## src/rtl/bullet_pool.sv

```systemverilog
// Multi-slot projectile pool: frame-tick movement, lowest-free-slot spawning, fire cooldown, collision kills.
// Optional BULLET_POOL_EDGE_FIRE_EN: fire only on a rising edge of attack sampled on ticks.
module bullet_pool #(
  parameter int N_SLOTS  = 4,
  parameter int X_W      = 11,
  parameter int Y_W      = 10,
  parameter int MAX_X    = 1279,
  parameter int STEP_X   = 8,
  parameter int COOLDOWN = 6
) (
  input  logic                                          clk,
  input  logic                                          rst_n,
  input  logic                                          tick,
  input  logic                                          attack,
  input  logic                                          defend,
  input  logic [X_W-1:0]                                xPlayer,
  input  logic [Y_W-1:0]                                yPlayer,
  input  logic                                          facePlayer,
  input  logic                                          hit_valid,
  input  logic [(N_SLOTS > 1 ? $clog2(N_SLOTS) : 1)-1:0] hit_idx,
  output logic [N_SLOTS*X_W-1:0]                        x,
  output logic [N_SLOTS*Y_W-1:0]                        y,
  output logic [N_SLOTS-1:0]                            isE,
  output logic [N_SLOTS-1:0]                            face,
  output logic                                          fire_ack,
  output logic                                          full,
  output logic [$clog2(N_SLOTS+1)-1:0]                  live_count
);
  localparam int HI_W = (N_SLOTS > 1) ? $clog2(N_SLOTS) : 1;
  localparam int LC_W = $clog2(N_SLOTS+1);
  localparam int CD_W = (COOLDOWN > 0) ? $clog2(COOLDOWN+1) : 1;

  logic [N_SLOTS-1:0][X_W-1:0] r_x;
  logic [N_SLOTS-1:0][Y_W-1:0] r_y;
  logic [N_SLOTS-1:0]          r_isE, r_face;
  logic [CD_W-1:0]             r_cd;
  logic                        r_ack;

  logic [N_SLOTS-1:0][X_W-1:0] w_nx;
  logic [N_SLOTS-1:0]          w_ret, w_hit;
  logic [HI_W-1:0]             w_free_idx;
  logic                        w_has_free, w_edge, w_fire;
  logic [LC_W-1:0]             w_cnt;

`ifdef BULLET_POOL_EDGE_FIRE_EN
  logic r_atk_q;
  assign w_edge = attack & ~r_atk_q;
`else
  assign w_edge = 1'b1;
`endif

  // Lowest free slot from the registered live mask; slots freed this cycle are not yet visible.
  always_comb begin
    w_free_idx = '0;
    w_has_free = 1'b0;
    for (int i = N_SLOTS-1; i >= 0; i--) begin
      if (!r_isE[i]) begin
        w_free_idx = HI_W'(i);
        w_has_free = 1'b1;
      end
    end
  end

  // Next position and retire test; the x+STEP sum is widened by a bit so it cannot wrap.
  always_comb begin
    for (int i = 0; i < N_SLOTS; i++) begin
      w_hit[i] = hit_valid && (int'(hit_idx) == i);
      if (r_face[i]) begin
        w_ret[i] = ({1'b0, r_x[i]} + (X_W+1)'(STEP_X)) > (X_W+1)'(MAX_X);
        w_nx[i]  = r_x[i] + X_W'(STEP_X);
      end else begin
        w_ret[i] = r_x[i] < X_W'(STEP_X);
        w_nx[i]  = r_x[i] - X_W'(STEP_X);
      end
    end
  end

  always_comb begin
    w_cnt = '0;
    for (int i = 0; i < N_SLOTS; i++) w_cnt = w_cnt + LC_W'(r_isE[i]);
  end

  assign w_fire = tick && attack && !defend && (r_cd == '0) && w_has_free && w_edge;

  always_ff @(posedge clk) begin
    if (!rst_n) begin
      r_x    <= '0;
      r_y    <= '0;
      r_isE  <= '0;
      r_face <= '0;
      r_cd   <= '0;
      r_ack  <= 1'b0;
`ifdef BULLET_POOL_EDGE_FIRE_EN
      r_atk_q <= 1'b0;
`endif
    end else begin
      r_ack <= w_fire;
      for (int i = 0; i < N_SLOTS; i++) begin
        if (w_hit[i]) r_isE[i] <= 1'b0;
        else if (tick && r_isE[i]) begin
          if (w_ret[i]) r_isE[i] <= 1'b0;
          else          r_x[i]   <= w_nx[i];
        end
      end
      // Spawn slot was dead, so it never collides with the movement update above.
      if (w_fire) begin
        r_isE[w_free_idx]  <= 1'b1;
        r_x[w_free_idx]    <= xPlayer;
        r_y[w_free_idx]    <= yPlayer;
        r_face[w_free_idx] <= facePlayer;
        r_cd               <= CD_W'(COOLDOWN);
      end else if (tick && r_cd != '0) begin
        r_cd <= r_cd - CD_W'(1);
      end
`ifdef BULLET_POOL_EDGE_FIRE_EN
      if (tick) r_atk_q <= attack;
`endif
    end
  end

  assign x          = r_x;
  assign y          = r_y;
  assign isE        = r_isE;
  assign face       = r_face;
  assign fire_ack   = r_ack;
  assign full       = &r_isE;
  assign live_count = w_cnt;
endmodule

```

## config.mk

```make
export PLATFORM = sky130hd
export DESIGN_NAME = bullet_pool
export DESIGN_NICKNAME = d
export VERILOG_FILES = /design/src/rtl/bullet_pool.sv
export SDC_FILE = /design/constraint.sdc
export NUM_CORES = 1
export LEC_CHECK = 0
export BUFFER_PORTS_ARGS = -buffer_cell sky130_fd_sc_hd__clkbuf_2
export CORE_ASPECT_RATIO = 1.1
export CORE_MARGIN = 2
export CORE_UTILIZATION = 30
export DETAILED_ROUTE_END_ITERATION = 12
export GPL_TIMING_DRIVEN = 0
export SKIP_CTS_REPAIR_TIMING = 1
export SKIP_LAST_GASP = 1
export SLEW_MARGIN = 10
export SYNTH_ARGS = -nofsm -noshare
export SYNTH_HDL_FRONTEND = slang
export SYNTH_SLANG_ARGS = --single-unit
export TNS_END_PERCENT = 50
```

## constraint.sdc

```tcl
create_clock -name clk -period 2.3 [get_ports clk]
set_input_delay 0.115 -clock clk [delete_from_list [all_inputs] [get_ports clk]]
set_output_delay 0.115 -clock clk [all_outputs]
set_load 0.1 [all_outputs]
```

* Word-level counts from Yosys, hierarchy flattened *
Cells that the tools add are included.

storage, ports and cells
  flip-flop bits (word level) = 96
  input bits = 30
  output and inout bits = 97
  word-level logic and storage cells = 126

operators by class
  add/sub/neg operators = 16
  order comparisons = 10
  eq/ne operators = 3
  multiplexer cells = 61
  bitwise operators = 2
  reduce and logical (&&, ||, !) cells = 21

operator list
  kind                   number
  $mux 11                21
  $add 11x4->12 const B  4
  $gt 12x11->1 const B   4
  $add 11x4->11 const B  4
  $bwmux 44              1
  $lt 11x4->1 const B    4
  $mux 44                1
  $sub 11x4->11 const B  4
  $bwmux 40              1
  $mux 1                 25
  $demux 11 s2           1
  $demux 10 s2           1
  $logic_and 1x1->1      14
  $mux 10                1
  $mux 2                 4
  $mux 3                 2
  $bwmux 4               1
  $eq 2x2->1 const B     2
  $mux 4                 1
  $or 4x4->4             1
  $reduce_and 4->1       1
  $add 2x1->3            1
  $add 3x1->3            1
  $logic_not 3->1        1
  12 further kinds       12

* Logic depth before layout (Yosys ltp) *
Gate-level depths: netlist of the first run.

  depth after elaboration = 10
  mapped depth = 9

* Worst setup path before layout of the first run *
OpenSTA, ideal clock, no wires.

  kind = register to output
  start = register r_isE[0] (netlist: isE[0])
  end = output live_count[1]
  arrival = 2.911 ns
  path slack = -0.726 ns
  stages on the path, launching flop included = 7
  path buffers = 1
  cells stage by stage = dfxtp_1 > clkbuf_1 > inv_1 > fa_1 > inv_1 > ha_1 > ha_1

between the ends
  word-level cells in the longest chain between the ends = 3

RTL lines
  element                          RTL line  RTL
  start, declared                  35        logic [N_SLOTS-1:0] r_isE, r_face;
  start signal, assigned           89        r_isE <= '0;
  start signal, assigned by index  99        if (w_hit[i]) r_isE[i] <= 1'b0;
  start signal, assigned by index  101       if (w_ret[i]) r_isE[i] <= 1'b0;
  $add 1x1->2                      80        for (int i = 0; i < N_SLOTS; i++) w_cnt = w_cnt + LC_W'(r_isE[i]);
  $add 2x1->3                      80
  $add 3x1->3                      80
  end, declared                    27        output logic [$clog2(N_SLOTS+1)-1:0] live_count

No other way between the ends.

* Worst setup path in the final report of the first run *
Same ends and word-level chain as after synthesis.

==> out/metrics.cfg, run 1 <==
[floorplanning]
rows = 49
fp.dieArea_um2 = 17800
die_x_um = 128
initial_utilization = 0.308
die_h_um = 140
io_pins = 127
core-area_um2 = 16400

[placed_design]
dpl_worst_slack_ns = -0.0346
gp_congestion = 0.882
port_buffers = 126
hpwl_um = 12700
dpl.cell_count = 979

[power]
p_clk_frac = 0.322
peakVddDrop_v = 0.000572
combPwrFrac = 0.271
powerDensity_nw_per_um2 = 713
power.internal_mw = 2.78
switchingPower_mw = 1.71
seqPwrFrac = 0.407
power.leakage_nw = 2.49
p_sw_frac = 0.381

[setup_path]
r2r_slack_ns = 0.07
cp_slowest_cell = fa_1
path_common_cell = inv_1
slowest_delay_ns = 0.55
reg2reg_depth = 8
path_cells = inv_1, fa_1, inv_1, ha_2, ha_4, clkbuf_4
worstReg2RegEnd = isE[3]
cp_max_fo = 10
worstPathRequired_ns = 2.18
reg2reg_from = x[36]
crit_type = flop to primary output
arrival_ns = 2.25
start_kind = flop
endpoint_kind = primary output

[global_routing]
grtUsageTotal = 0.191
antenna_found_initial = 0
grt.overflow.total = 0
grt_pass1_vias = 4828
grt_max_degree = 17
grt_first_pass_wirelength_um = 26900

[logic_synthesis]
synth.area.mux_share = 0.0142
synthesis.nets = 693
synth_edf_count = 0
yosys.area_share.simple = 0.261
synth-async-reset-ratio = 0
ys.warnings.count = 0
synth_cells = 649
syn_area_per_cell_um2 = 7.76
ys_seq_elements = 96
synth_cell_type_count = 62
synthAdderAreaFrac = 0.0363
synth_flop_cell = dfxtp_1
synth_xor_area_frac = 0.0104
synth-compound-area-share = 0.240
synth_top_family_by_area = simple AND/OR/NAND/NOR gates
netlist_area_um2 = 5030
ys_seq_area_frac = 0.382

[route]
detail_route.wl_per_cell_um = 17.5
met1_length_um = 7570
drt_pre_antenna_iters = 5
via_per_inst = 5.48
drc = 0
drt_iter0_drc = 398
vias = 5445
met3_length_um = 1700
ant_nets = 0
top_layer = met4
wl_met2_um = 7750
totalWireLength_um = 17300

[sta]
slew_viol_final = 0
grt_setup_unrepaired = yes
hold_viol = 0
tightest_slew_ns = 0.834
skew_ns = 0.00469
fin_crit_ns = 2.36
finalSetupViolCount = 1
fmax_mhz = 423
slew_headroom = 0.438
fin_hold_ws_ns = 0.0470
fin_crit_sh = 1.03
fin_ws_ns = -0.0634

[cts]
cts_tree = done
cts-htree-levels = 3
clock-sinks = 96
clk_path_buf_depth = 2
cts_buffers = 9
clk_latency_ns = 0.35
cts-root-buf = clkbuf_16
clk_pin_slew_worst_paths_ns = 0.07

[flow_run]
drv_cap = 0

[final_layout]
finalNetCount = 828
nFillCells = 1716
final_cell_mix = 128 x clkbuf_2, 126 x nand2_1, 71 x a21oi_1
final_common_cell = clkbuf_2
drive_above_1_share = 0.269
fin_cells = 993
num_antenna_cells = 0
utilization = 0.385
syn_to_final_growth_pct = 25.1

[worst_hold_path]
min_from = yPlayer[4]
holdPathStages = 3
holdCritPathClass = input pin to flop
min_to = y[34]

[run_status]
violations = setup timing
outcome = finished, violations left

metrics by stage:
stage / setup TNS, ns / total power, mW / area [um^2]
floorplan: 0 / 2.78 / 5110
finish: -0.0634 / 4.49 / 6300
global route: -2.04 / 4.69 / 6300
global placement: -0.192 / 3.06 / 6000
detailed placement: -0.0346 / 3.05 / 6000
CTS: -1.07 / 4.50 / 6270
power by group through the flow:
stage,Clock (mW),Combinational (mW),Sequential [mW]
after floorplan,0,0.551,2.23
after global placement,0,1.20,1.86
after detailed placement,0,1.20,1.86
after CTS,1.48,1.20,1.82
after global routing,1.54,1.32,1.83
final,1.45,1.22,1.82
worst max-delay path, delay by kind of cell, from the launching register on:
kind | cells | cell delay [ns]
flip-flops | 1 | 0.41
adder cells (fa/ha/maj) | 3 | 0.99
buffers and inverters | 3 | 0.49
cells in the mapped netlist, types with 5 or more instances:
cell      number  area [um^2]
mux2i_1        6         60.1
or3_1         15         93.8
and2_1         6         37.5
o41ai_1        5         43.8
or4_1         14          105
nand4b_1       7         61.3
a31oi_1       33          206
nand2_1      126          473
nor2_1        24         90.1
buf_2         11         55.1
dfxtp_1       96         1920
o31ai_1       13         97.6
ha_1          13          163
o21ai_0       43          215
a21oi_1       71          355
and3_1         8         50.1
nor3_1         8         40.0
inv_1         17         63.8
clkbuf_1      33          124
nand3_1       19         95.1
nor4_1         6         37.5
worst max path at each step:
stage	from	end	cells after the start
4_1_cts	isE[0]	live_count[1]	7
3_5_place_dp	isE[0]	live_count[1]	7
2_1_floorplan	x[38]	x[36]	6
6_report	isE[0]	live_count[1]	6
5_1_grt	r_cd[0]	x[1]	8
3_3_place_gp	r_cd[0]	x[22]	8
state kept, by name (all words and copies together) (netlist names):
signal    count
x            44
y            40
face          4
isE           4
r_cd          3
fire_ack      1
layer usage:
metal / GRT usage / vias to the layer above
met2: 0.291 / 242
met3: 0.0669 / 25
met5: 0 / -
met1: 0.258 / 2549
li1: - / 2629
met4: 0.0474 / 0
cells by family after synthesis:
logic type      count (synthesis)
buf+inv                        66
simple gates                  262
compound gates                198
mux                             7
fa+ha+maj                      14
xor+xnor                        6
flops                          96
final cells by class:
cell class                      count  area (um^2)  share of cell area
Tap cell                          204          255              0.0405
Clock inverter                      6         43.8             0.00695
Multi-Input combinational cell    487         2860               0.454
Inverter                           17         63.8              0.0101
Sequential cell                    96         1990               0.315
Buffer                             47          221              0.0352
Timing Repair Buffer              126          638               0.101
Clock buffer                       10          229              0.0364
Note: power is estimated with default switching activity, not from simulation.
==> run 2: changes to the inputs <==
--- a/config.mk
+++ b/config.mk
@@ -6,9 +6,11 @@
 export NUM_CORES = 1
 export LEC_CHECK = 0
 export BUFFER_PORTS_ARGS = -buffer_cell sky130_fd_sc_hd__clkbuf_2
+export CAP_MARGIN = 20
 export CORE_ASPECT_RATIO = 1.1
 export CORE_MARGIN = 2
 export CORE_UTILIZATION = 30
+export CTS_CLUSTER_DIAMETER = 150
 export DETAILED_ROUTE_END_ITERATION = 12
 export GPL_TIMING_DRIVEN = 0
 export SKIP_CTS_REPAIR_TIMING = 1
==> constraint.sdc (replaced) <==
create_clock -name clk -period 2.4 [get_ports clk]
set_input_delay 0.12 -clock clk [delete_from_list [all_inputs] [get_ports clk]]
set_output_delay 0.12 -clock clk [all_outputs]
set_load 0.1 [all_outputs]
==> out/metrics.cfg, run 2 (synthesized netlist as in run 1, its figures left out) <==
[run_status]
outcome = finished, violations left
violations = setup timing

[cts]
cts-htree-levels = 3
clk_pin_slew_worst_paths_ns = 0.07
cts-root-buf = clkbuf_16
clk_path_buf_depth = 2
cts_buffers = 9
clk_latency_ns = 0.34
clock-sinks = 96
cts_tree = done

[global_routing]
grt_max_degree = 17
grtUsageTotal = 0.190
grt_pass1_vias = 4880
antenna_found_initial = 0
grt.overflow.total = 0
grt_first_pass_wirelength_um = 26600

[floorplanning]
core-area_um2 = 16400
io_pins = 127
die_h_um = 140
rows = 49
initial_utilization = 0.308
fp.dieArea_um2 = 17800
die_x_um = 128

[sta]
fin_crit_ns = 2.41
finalSetupViolCount = 1
skew_ns = 0.00600
fin_hold_ws_ns = 0.0564
fin_ws_ns = -0.0126
fin_crit_sh = 1.01
fmax_mhz = 414
tightest_slew_ns = 0.708
slew_viol_final = 0
hold_viol = 0
slew_headroom = 0.525
grt_setup_unrepaired = yes

[setup_path]
endpoint_kind = primary output
cpLargestDelayFamily = adder cells
slowest_delay_ns = 0.54
crit_type = flop to primary output
cp_slowest_cell = fa_1
start_kind = flop
cp_max_fo = 10
arrival_ns = 2.29
worstPathRequired_ns = 2.28
path_cells = inv_1, fa_1, inv_1, ha_2, ha_2, buf_4
cp_num_buf_inv = 3

[final_layout]
fin_cells = 994
largest_register_ffs = 44
finalNetCount = 829
syn_to_final_growth_pct = 24.9
regArea_um2 = 1960
final_common_cell = nand2_1
multi_input_area_um2 = 2840
final_area_um2 = 6290
num_antenna_cells = 0
nFillCells = 1754
drive_above_1_share = 0.254
final_cell_mix = 126 x nand2_1, 125 x clkbuf_2, 71 x a21oi_1

[placed_design]
dpl.cell_count = 979
port_buffers = 126
gp_congestion = 0.881
placed_cell_area_um2 = 5960
hpwl_um = 12600

[power]
peakVddDrop_v = 0.000428
switchingPower_mw = 1.62
p_sw_frac = 0.366
seqPwrFrac = 0.396
power.leakage_nw = 2.49
power_mw = 4.42
combPwrFrac = 0.261
powerDensity_nw_per_um2 = 703
power.internal_mw = 2.80
p_clk_frac = 0.343

[route]
detail_route.wl_per_cell_um = 17.2
totalWireLength_um = 17100
drt_pre_antenna_iters = 5
ant_nets = 0
vias = 5341
via_per_inst = 5.37
drt_iter0_drc = 353
drc = 0

[flow_run]
drv_cap = 0

[worst_hold_path]
holdCritPathClass = input pin to flop

-- run 2: power by group through the flow --
stage	clock [mW]	combinational (mW)	sequential, mW
after detailed placement	0	1.15	1.78
after CTS	1.54	1.15	1.75
final	1.52	1.15	1.75
after floorplan	0	0.528	2.14
after global placement	0	1.15	1.78
after global routing	1.59	1.24	1.76
-- run 2: metal layers --
layer	global-route usage	wire [um]	vias to the layer above
met5	0	0	-
met4	0.0573	350	0
met3	0.0677	1570	32
met2	0.292	7600	224
met1	0.249	7600	2448
li1	-	-	2637
-- run 2: area by class of cell --
cell class	instances	share of cell area
clock buffer	11	0.0386
sequential	96	0.312
timing repair buffer	126	0.101
multi-input combinational	487	0.452
tap	204	0.0406
buffer	48	0.0348
clock inverter	5	0.0103
inverter	17	0.0101
-- run 2: worst reg2reg max path, delay by kind of cell (launching register included) --
family / cells / cell delay, ns
flip-flops: 1 / 0.40
adder cells (fa/ha/maj): 1 / 0.19
AO/OA/AOI/OAI: 2 / 0.32
AND/OR/NAND/NOR: 3 / 1.05
buffers and inverters: 2 / 0.21
-- run 2: metrics by stage --
stage,setup slack (ns),utilization,TNS (ns)
6_report,-0.0126,0.384,-0.0126
5_1_grt,-0.103,0.384,-0.397
4_1_cts,-0.383,0.383,-0.777
3_5_place_dp,-0.00146,0.364,-0.00146
3_3_place_gp,0.0134,0.364,0
2_1_floorplan,-0.114,-,-0.637
-- run 2: final timing paths --
kind,slack (ns),cells past startpoint,endpoint,startpoint
min reg2reg,0.45,2,y[8],y[8]
min,0.06,3,y[39],yPlayer[9]
max reg2reg,0.13,8,x[18],x[14]
max,-0.01,6,live_count[1],isE[0]
